**config.mk**
```make
export PLATFORM = sky130hd
export DESIGN_NAME = bit_serializer
export DESIGN_NICKNAME = d
export VERILOG_FILES = /design/src/rtl/bit_serializer_pkg.sv /design/src/rtl/bit_tick_gen.sv /design/src/rtl/bit_serializer.sv
export SDC_FILE = /design/constraint.sdc
export NUM_CORES = 1
export LEC_CHECK = 0
export ABC_AREA = 1
export CAP_MARGIN = 20
export CORE_MARGIN = 4
export CORE_UTILIZATION = 40
export CTS_CLUSTER_SIZE = 8
export DETAILED_ROUTE_END_ITERATION = 16
export PLACE_DENSITY = 0.73
export SETUP_SLACK_MARGIN = 0.15
export SYNTH_ARGS = -nofsm -noshare
export SYNTH_HDL_FRONTEND = slang
export SYNTH_SLANG_ARGS = --single-unit
```
**constraint.sdc**
```tcl
create_clock -name clk -period 1.85 [get_ports clk]
set_input_delay 0.185 -clock clk [delete_from_list [all_inputs] [get_ports clk]]
set_output_delay 0.185 -clock clk [all_outputs]
set_load 0.05 [all_outputs]
```
**src/rtl/bit_serializer_pkg.sv**
```systemverilog
// Shared types and defaults for the bit serializer and its bit-rate prescaler.
package bit_serializer_pkg;

    localparam int unsigned WIDTH_DEFAULT = 8;
    localparam int unsigned DIV_DEFAULT   = 1;

    typedef enum logic {
        StIdle  = 1'b0,
        StShift = 1'b1
    } state_e;

    // Counter width for a 0..n-1 counter, never narrower than one bit.
    function automatic int unsigned cnt_width(input int unsigned n);
        return (n > 1) ? $clog2(n) : 1;
    endfunction

endpackage

```
**src/rtl/bit_tick_gen.sv**
```systemverilog
// Bit-rate prescaler: while enabled, pulses tick on the last clock of every DIV-clock bit period.
module bit_tick_gen
    import bit_serializer_pkg::*;
#(
    parameter int unsigned DIV = DIV_DEFAULT
) (
    input  logic clk,
    input  logic rst,
    input  logic en,
    output logic tick
);

    localparam int unsigned   CW   = cnt_width(DIV);
    localparam logic [CW-1:0] LAST = CW'(DIV - 1);

    logic [CW-1:0] r_cnt;

    // Held at zero while disabled so every new word starts on a full bit period.
    always_ff @(posedge clk) begin
        if (!rst || !en) begin
            r_cnt <= '0;
        end else if (r_cnt == LAST) begin
            r_cnt <= '0;
        end else begin
            r_cnt <= r_cnt + CW'(1);
        end
    end

    assign tick = en && (r_cnt == LAST);

endmodule

```
**src/rtl/bit_serializer.sv**
```systemverilog
// MSB-first parallel-to-serial converter with a one-deep holding register, so a
// pending word reloads on the last bit's final clock and consecutive words have no gap.
module bit_serializer
    import bit_serializer_pkg::*;
#(
    parameter int unsigned WIDTH = WIDTH_DEFAULT,
    parameter int unsigned DIV   = DIV_DEFAULT
) (
    input  logic             clk,
    input  logic             rst,
    input  logic [WIDTH-1:0] in_data,
    input  logic             in_valid,
    output logic             in_ready,
    output logic             sout,
    output logic             sout_valid,
    output logic             busy,
    output logic             done
);

    localparam int unsigned   BW       = cnt_width(WIDTH);
    localparam logic [BW-1:0] LAST_BIT = BW'(WIDTH - 1);

    state_e           r_state;
    logic [WIDTH-1:0] r_hold;
    logic [WIDTH-1:0] r_shift;
    logic             r_hold_full;
    logic             r_done;
    logic [BW-1:0]    r_bit_cnt;

    logic w_shifting;
    logic w_tick;
    logic w_accept;
    logic w_word_end;
    logic w_load;

    assign w_shifting = (r_state == StShift);

    bit_tick_gen #(
        .DIV (DIV)
    ) u_tick_gen (
        .clk  (clk),
        .rst  (rst),
        .en   (w_shifting),
        .tick (w_tick)
    );

    assign w_accept   = in_valid && !r_hold_full;
    assign w_word_end = w_shifting && w_tick && (r_bit_cnt == LAST_BIT);
    assign w_load     = r_hold_full && (!w_shifting || w_word_end);

    always_ff @(posedge clk) begin
        if (!rst) begin
            r_state     <= StIdle;
            r_hold      <= '0;
            r_hold_full <= 1'b0;
            r_shift     <= '0;
            r_bit_cnt   <= '0;
            r_done      <= 1'b0;
        end else begin
            r_done <= w_word_end;

            // Accept wins over drain so a same-edge refill leaves hold full.
            if (w_accept) begin
                r_hold      <= in_data;
                r_hold_full <= 1'b1;
            end else if (w_load) begin
                r_hold_full <= 1'b0;
            end

            unique case (r_state)
                StIdle: begin
                    if (r_hold_full) begin
                        r_state   <= StShift;
                        r_shift   <= r_hold;
                        r_bit_cnt <= '0;
                    end
                end
                StShift: begin
                    if (w_tick) begin
                        if (r_bit_cnt == LAST_BIT) begin
                            r_bit_cnt <= '0;
                            if (r_hold_full) begin
                                r_shift <= r_hold;
                            end else begin
                                r_state <= StIdle;
                                r_shift <= '0;
                            end
                        end else begin
                            r_shift   <= r_shift << 1;
                            r_bit_cnt <= r_bit_cnt + BW'(1);
                        end
                    end
                end
            endcase
        end
    end

    assign in_ready   = !r_hold_full;
    assign sout       = w_shifting && r_shift[WIDTH-1];
    assign sout_valid = w_shifting;
    assign busy       = w_shifting || r_hold_full;
    assign done       = r_done;

endmodule

```
Word-level counts from Yosys, hierarchy flattened

Index checks and enable logic that the tools add are counted.

Latch bits: 0
Memories kept: 0
Flip-flop bits (word level): 23
Memory bits (read-only): 0
Output and inout bits: 5
Bits in writable memories: 0
Logic and storage cells: 44

Eq/ne operators: 3
Div/mod/pow operators: 0
Add/sub/neg operators: 2
Bitwise operators: 2
Muxes and demuxes: 15
Multipliers: 0
Reduce and logical (&&, ||, !) cells: 15
Shift operators: 0
Order comparisons: 0

Operators with widths:

| operator              | number |
|---|---|
| $mux W8               | 4 |
| $pmux W8 S2           | 1 |
| $mux W3               | 3 |
| $logic_and A1 B1 Y1   | 6 |
| $pmux W3 S2           | 1 |
| $mux W1               | 5 |
| $add A3 B1 Y3 const B | 1 |
| $eq A3 B3 Y1 const B  | 1 |
| $logic_not A1 Y1      | 3 |
| $logic_or A1 B1 Y1    | 3 |
| $ne A2 B1 Y1 const B  | 1 |
| $ne A2 B2 Y1 const B  | 1 |
| $not A1 Y1            | 2 |
| $pmux W1 S2           | 1 |
| $reduce_and A2 Y1     | 1 |
| $reduce_bool A2 Y1    | 1 |
| $reduce_or A2 Y1      | 1 |
| $add A1 B1 Y1 const B | 1 |

Longest topological paths before layout

Gate-level depths: netlist (run 1).

Depth after elaboration: 8
Depth in mapped cells: 8
Gate-level depth less buffers: 8

Cells and area by module

Synthesis (run 1) repeated with hierarchy kept, for this count alone.

Cell total of the unflattened synthesis: 138
Area, all modules: 983.4 µm²

By module, submodules not included:

| module         | cells each | instances | area each (µm²) | seq. area each (µm²) |
|---|---|---|---|---|
| bit_serializer | 134        | 1         | 949.7           | 440.4 |
| bit_tick_gen   | 4          | 1         | 33.8            | 20.0 |

Worst setup path before layout (run 1)

Ideal clock, no wire load.

Path type: register to register
Start point: reg r_state, in the netlist sout_valid
End point: reg r_state, in the netlist sout_valid
Buffers on the path: 1
Stages on the path, launching flop included: 6
Path slack: 0.228 ns
Clock period less this slack: 1.622 ns
Arrival time: 1.553 ns
Library setup time: 0.070 ns
Path through: dfxtp_1 > buf_4 > inv_1 > nand2_1 > nand2_1 > a21oi_1

Cells in the longest elaborated chain, start to end: 3

RTL lines:

| element                  | line                 | source |
|---|---|---|
| start: declaration       | bit_serializer.sv:23 | `state_e r_state;` |
| start signal: assignment | bit_serializer.sv:53 | `r_state <= StIdle;` |
| start signal: assignment | bit_serializer.sv:73 | `r_state <= StShift;` |
| start signal: assignment | bit_serializer.sv:85 | `r_state <= StIdle;` |
| $logic_and A1 B1 Y1      | bit_tick_gen.sv:29   | `assign tick = en && (r_cnt == LAST);` |
| $mux W1                  | bit_serializer.sv:79 | `if (w_tick) begin` |
| $pmux W1 S2 (*)          | bit_serializer.sv:70 | `unique case (r_state)` |

Every way passes the cells marked *; elsewhere a longest branch is shown, timed or not.
A chain may end at the register's enable or synchronous reset.

Worst setup path in the final report (run 1)

Start point: reg r_done, in the netlist done
End point: out done

RTL lines:

| element                  | line                 | source |
|---|---|---|
| start: declaration       | bit_serializer.sv:27 | `logic r_done;` |
| start signal: assignment | bit_serializer.sv:60 | `r_done <= w_word_end;` |
| end: declaration         | bit_serializer.sv:17 | `output logic done` |

No word-level cell between the ends.

==> results of run 1 <==
==> area by class of cell <==
cell class	instances	area, µm²
well taps	28	35.03
repair buffers	17	181.4
clock buffers	4	26.28
fillers	239	1084
multi-input cells	101	480.5
flip-flops and latches	23	460.4
inverters	8	30.03
==> kinds of logic (layout without fill, tap and decap cells) <==
kind of cell | after synthesis | count (layout) | share of synthesized area [%]
adder cells (fa/ha/maj) | 3 | 3 | 3.760
other | 1 | 1 | 0.3756
buffers and inverters | 12 | 29 | 5.764
AO/OA/AOI/OAI | 22 | 22 | 14.04
AND/OR/NAND/NOR | 75 | 75 | 29.95
flip-flops | 23 | 23 | 46.12
==> synth_stat cells <==
cell type / count
nand3_1: 8
nand2_1: 43
nor2_2: 1
dfxtp_1: 23
inv_1: 7
inv_2: 1
buf_2: 1
a21oi_1: 4
a21oi_2: 7
o21ai_2: 1
buf_1: 1
conb_1: 1
nor2_1: 21
buf_4: 1
o21ai_0: 10
and2_1: 1
ha_1: 3
buf_6: 1
nand2_2: 1
==> routing by layer <==
layer / global-route usage (%) / wire length (µm) / vias to the layer above
met5: 0 / 0 / -
met4: 5.960 / 27 / 0
met3: 2.227 / 104 / 2
met2: 21.45 / 960 / 24
met1: 15.38 / 908 / 404
li1: - / - / 462
==> metrics by stage <==
stage	worst slack, ns	hold WS [ns]	instance area [µm²]	utilization, %
finish	0.2486	0.4865	1214	52.83
global route	0.1781	0.4998	1214	52.83
CTS	0.2337	0.4783	1214	52.83
detailed placement	0.3299	0.4732	1189	51.74
global placement	0.4073	0.4634	1189	51.74
floorplan	0.2275	0.3107	998.5	-
==> report_power, final <==
group          internal (W)  switching, W
Sequential         0.000523     0.0000185
Combinational     0.0000660     0.0000966
Clock             0.0000840      0.000144
Total              0.000673      0.000259
==> sequential cells by signal (all words and copies together) (netlist names) <==
register and cells:
done 1, r_shift 8, r_bit_cnt 3, r_hold 8
sout_valid 1, r_hold_full 1, u_tick_gen.r_cnt 1
==> repair_timing <==
| item | in CTS | in global routing |
|---|---|---|
| gates resized for setup | 1 | 0 |
| hold buffers | 0 | 0 |
| endpoints found under the setup margin | 1 | 0 |
==> worst paths after layout <==
kind                startpoint  cells after the start  slack (ns)    endpoint
setup / recovery          done                      1        0.25        done
hold / removal      in_data[1]                      3        0.49   r_hold[1]
setup reg to reg  r_bit_cnt[0]                      7        0.31  r_shift[7]
hold reg to reg     r_shift[5]                      2        0.49  r_shift[5]
==> impl_metrics.toml, run 1 <==
[job]
drv_cap = 0

[finish]
area_delta_synth_final_pct = 21.55
layout-drive-gt1-share_pct = 12.42
final_common_cell = "nand2_1"
fin_nets = 168
fin_cells = 181
antenna_cells = 0
mostFrequentLayoutCells = "nand2_1, dfxtp_1, nor2_1, clkdlybuf4s50_1, o21ai_0"

[setup_path]
critPathRequiredTime_ns = 1.66
cp_slowest_cell = "clkdlybuf4s50_1"
worstPathMaxFanout = 1
arrival_ns = 1.42
critPathLaunchType = "register"
worstSetupPathType = "register to output pin"
endpoint_kind = "output pin"
slowest_delay_ns = 0.79
path_cells = "clkdlybuf4s50_1"
worst_path_dominant_cell_family = "buffers and inverters"
critPathBufInv = 1

[floorplan]
num_rows = 17
io_pins = 16
start_util_pct = 43.46
die_y_um = 57.96
die_area_um2 = 3359
coreArea_um2 = 2297
die_x_um = 57.96

[sta]
timing.fmax_mhz = 624.4
fin_crit_sh_pct = 86.56
slew_violations = 0
hold_viol = 0
skew_ns = 0.001352
worstMarginPinSlew_ns = 0.5651
slew_headroom_pct = 62.32
rsz0062_at_grt = "no"
fin_crit_ns = 1.601
setup_viol = 0
fin_tns_setup_ns = 0

[global_routing]
overflow = 0
grt_pass1_vias = 815
grt_pass1_wl_mm = 3.381
grtUsageTotal_pct = 12.64
grt_max_degree = 14
antenna_found_initial = 0

[clock_tree]
tritoncts = "built"
htree_levels = 1
cts_buffers = 3
clock_sinks = 23
worstSkewPairLatency_ns = 0.30
clkTransAtPathRegs_ns = 0.12
cts_setup_buffers = 0
cts_root_buffer = "clkbuf_4"
clockBufferDepth = 2

[routing]
drc = 0
drtIter0Drc = 15
routed_wl_mm = 2.001
vias_per_cell = 4.928
wl_per_cell_um = 11.06
vias = 892
firstDrtPassIters = 4
antenna_left = 0

[synthesis]
synth.distinct_cells = 19
synth_fp_nets = 150
synthCells = 136
synth_top_area_share_pct = 46.12
avgSynthCellArea_um2 = 7.342
syn-cell-area_um2 = 998.5
yosys.area.top_type = "dfxtp_1"
ys_seq_area_share_pct = 46.12
yosys-top-cells-area = "dfxtp_1, nand2_1, nor2_1"
ys.warnings.count = 0
ys_ff_latch = 23

[place]
place_inst = 177
dp_hpwl_mm = 1.513
port_buffers = 15
place.gp.congestion = 0.8039

[power]
ir_drop_mv = 0.3845
powerDensity_nw_per_um2 = 767.7
p_total_w = 0.0009317
p_leak_nw = 0.5243

[outcome]
status = "completed"

[worst_hold_path]
holdCritPathClass = "input port to register"
Note: power is estimated with default switching activity, not from simulation.
==> run 2, diff against run 1 <==
--- a/config.mk
+++ b/config.mk
@@ -16,3 +16,4 @@
 export SYNTH_ARGS = -nofsm -noshare
 export SYNTH_HDL_FRONTEND = slang
 export SYNTH_SLANG_ARGS = --single-unit
+export TNS_END_PERCENT = 30
==> results of run 2 <==
The final DEF is identical to that of run 1; final timing and power are the same.
==> run 3, diff against run 2 <==
--- a/config.mk
+++ b/config.mk
@@ -11,7 +11,8 @@
 export CORE_UTILIZATION = 40
 export CTS_CLUSTER_SIZE = 8
 export DETAILED_ROUTE_END_ITERATION = 16
-export PLACE_DENSITY = 0.73
+export GPL_ROUTABILITY_DRIVEN = 0
+export RECOVER_POWER = 100
 export SETUP_SLACK_MARGIN = 0.15
 export SYNTH_ARGS = -nofsm -noshare
 export SYNTH_HDL_FRONTEND = slang
==> impl_metrics.toml, run 3 (same netlist as run 1, synthesis figures left out) <==
[outcome]
status = "completed"

[power]
powerDensity_nw_per_um2 = 797.6
p_leak_nw = 0.5168
ir_drop_mv = 0.4605
p_total_w = 0.0009241

[clock_tree]
clockBufferDepth = 2
worstSkewPairLatency_ns = 0.31
cts_buffers = 3
ctsResizeCount = 1
cts_root_buffer = "clkbuf_4"
tritoncts = "built"
clock_sinks = 23
cts_hold_buf = 0
cts_setup_buffers = 0
htree_levels = 1
clkTransAtPathRegs_ns = 0.13

[setup_path]
arrival_ns = 1.50
slowest_delay_ns = 0.86
critPathBufInv = 1
worst_path_dominant_cell_family = "buffers and inverters"
endpoint_kind = "output pin"
critPathLaunchType = "register"
worstPathMaxFanout = 1
r2r_setup_slack_ns = 0.27
reg2reg_depth = 4
r2r_end = "r_shift[6]"
critPathRequiredTime_ns = 1.66
r2r-start = "r_hold_full"
worstSetupPathType = "register to output pin"
path_cells = "dlygate4sd3_1"
cp_slowest_cell = "dlygate4sd3_1"

[finish]
top_regs = "r_hold (8), r_shift (8), r_bit_cnt (3)"
mostFrequentLayoutCells = "nand2_1, dfxtp_1, nor2_1, o21ai_0, clkdlybuf4s50_1"
fin_nets = 168
fillers = 252
final_common_cell = "nand2_1"
area_delta_synth_final_pct = 16.04
layout-drive-gt1-share_pct = 7.843
post-route-util_pct = 50.44
antenna_cells = 0
fin_cells = 181

[routing]
wl_per_cell_um = 10.71
routed_wl_mm = 1.938
firstDrtPassIters = 4
vias_per_cell = 4.823
drtIter0Drc = 20
vias = 873
antenna_left = 0
drc = 0

[floorplan]
coreArea_um2 = 2297
die_y_um = 57.96
start_util_pct = 43.46
die_area_um2 = 3359
io_pins = 16
num_rows = 17
die_x_um = 57.96

[global_routing]
overflow = 0
grt_pass1_vias = 843
antenna_found_initial = 0
grt_max_degree = 14
grtUsageTotal_pct = 13.04
grt_pass1_wl_mm = 3.477

[worst_hold_path]
whs_path_depth = 3
holdPathEnd = "r_hold[7]"
holdCritPathClass = "input port to register"
hp-start = "in_data[7]"

[sta]
slew_violations = 0
fin_tns_setup_ns = 0
fin_crit_ns = 1.684
setup_viol = 0
hold_viol = 0
worstMarginPinSlew_ns = 0.9141
fin_crit_sh_pct = 91.03
timing.fmax_mhz = 593.8
holdWs_ns = 0.4722
rsz0062_at_grt = "no"
slew_headroom_pct = 38.65
skew_ns = 0.002107

[job]
drv_cap = 0

[place]
dp_hpwl_mm = 1.465
port_buffers = 15
place_inst = 177
==> run 3: power breakdown <==
part | total (W) | internal (W) | switching, W | leakage [nW]
logic | 0.000146 | 0.0000552 | 0.0000910 | 0.310
clock network | 0.000237 | 0.0000809 | 0.000156 | 0.0177
registers | 0.000541 | 0.000523 | 0.0000174 | 0.189
==> run 3: worst max-delay path by stage <==
stage	start	to	slack, ns	depth (start not counted)
final	done	done	0.17	1
after global placement	r_bit_cnt[0]	r_shift[6]	0.40	7
after global routing	r_hold_full	r_shift[3]	0.13	4
after floorplan	sout_valid	sout_valid	0.23	5
after CTS	done	done	0.21	1
after detailed placement	r_bit_cnt[0]	r_shift[6]	0.35	7
==> run 3: metal layers <==
metal / up-vias / wire length, µm / global-route usage (%)
li1: 463 / - / -
met1: 389 / 923 / 15.90
met2: 17 / 889 / 20.97
met3: 4 / 92 / 3.341
met4: 0 / 33 / 6.954
met5: - / 0 / 0
==> run 3: area by class of cell <==
type / count / area (µm²) / area share [%]
clock inverters: 1 / 5.005 / 0.4320
well taps: 28 / 35.03 / 3.024
inverters: 8 / 30.03 / 2.592
clock buffers: 3 / 22.52 / 1.944
flip-flops and latches: 23 / 460.4 / 39.74
multi-input cells: 101 / 455.4 / 39.31
repair buffers: 17 / 150.1 / 12.96
==> run 3: through the flow <==
step	worst slack (ns)	instance area [µm²]
after floorplan	0.2275	998.5
after global routing	0.1348	1159
after detailed placement	0.3548	1189
after global placement	0.3960	1189
after CTS	0.2071	1215
final	0.1660	1159
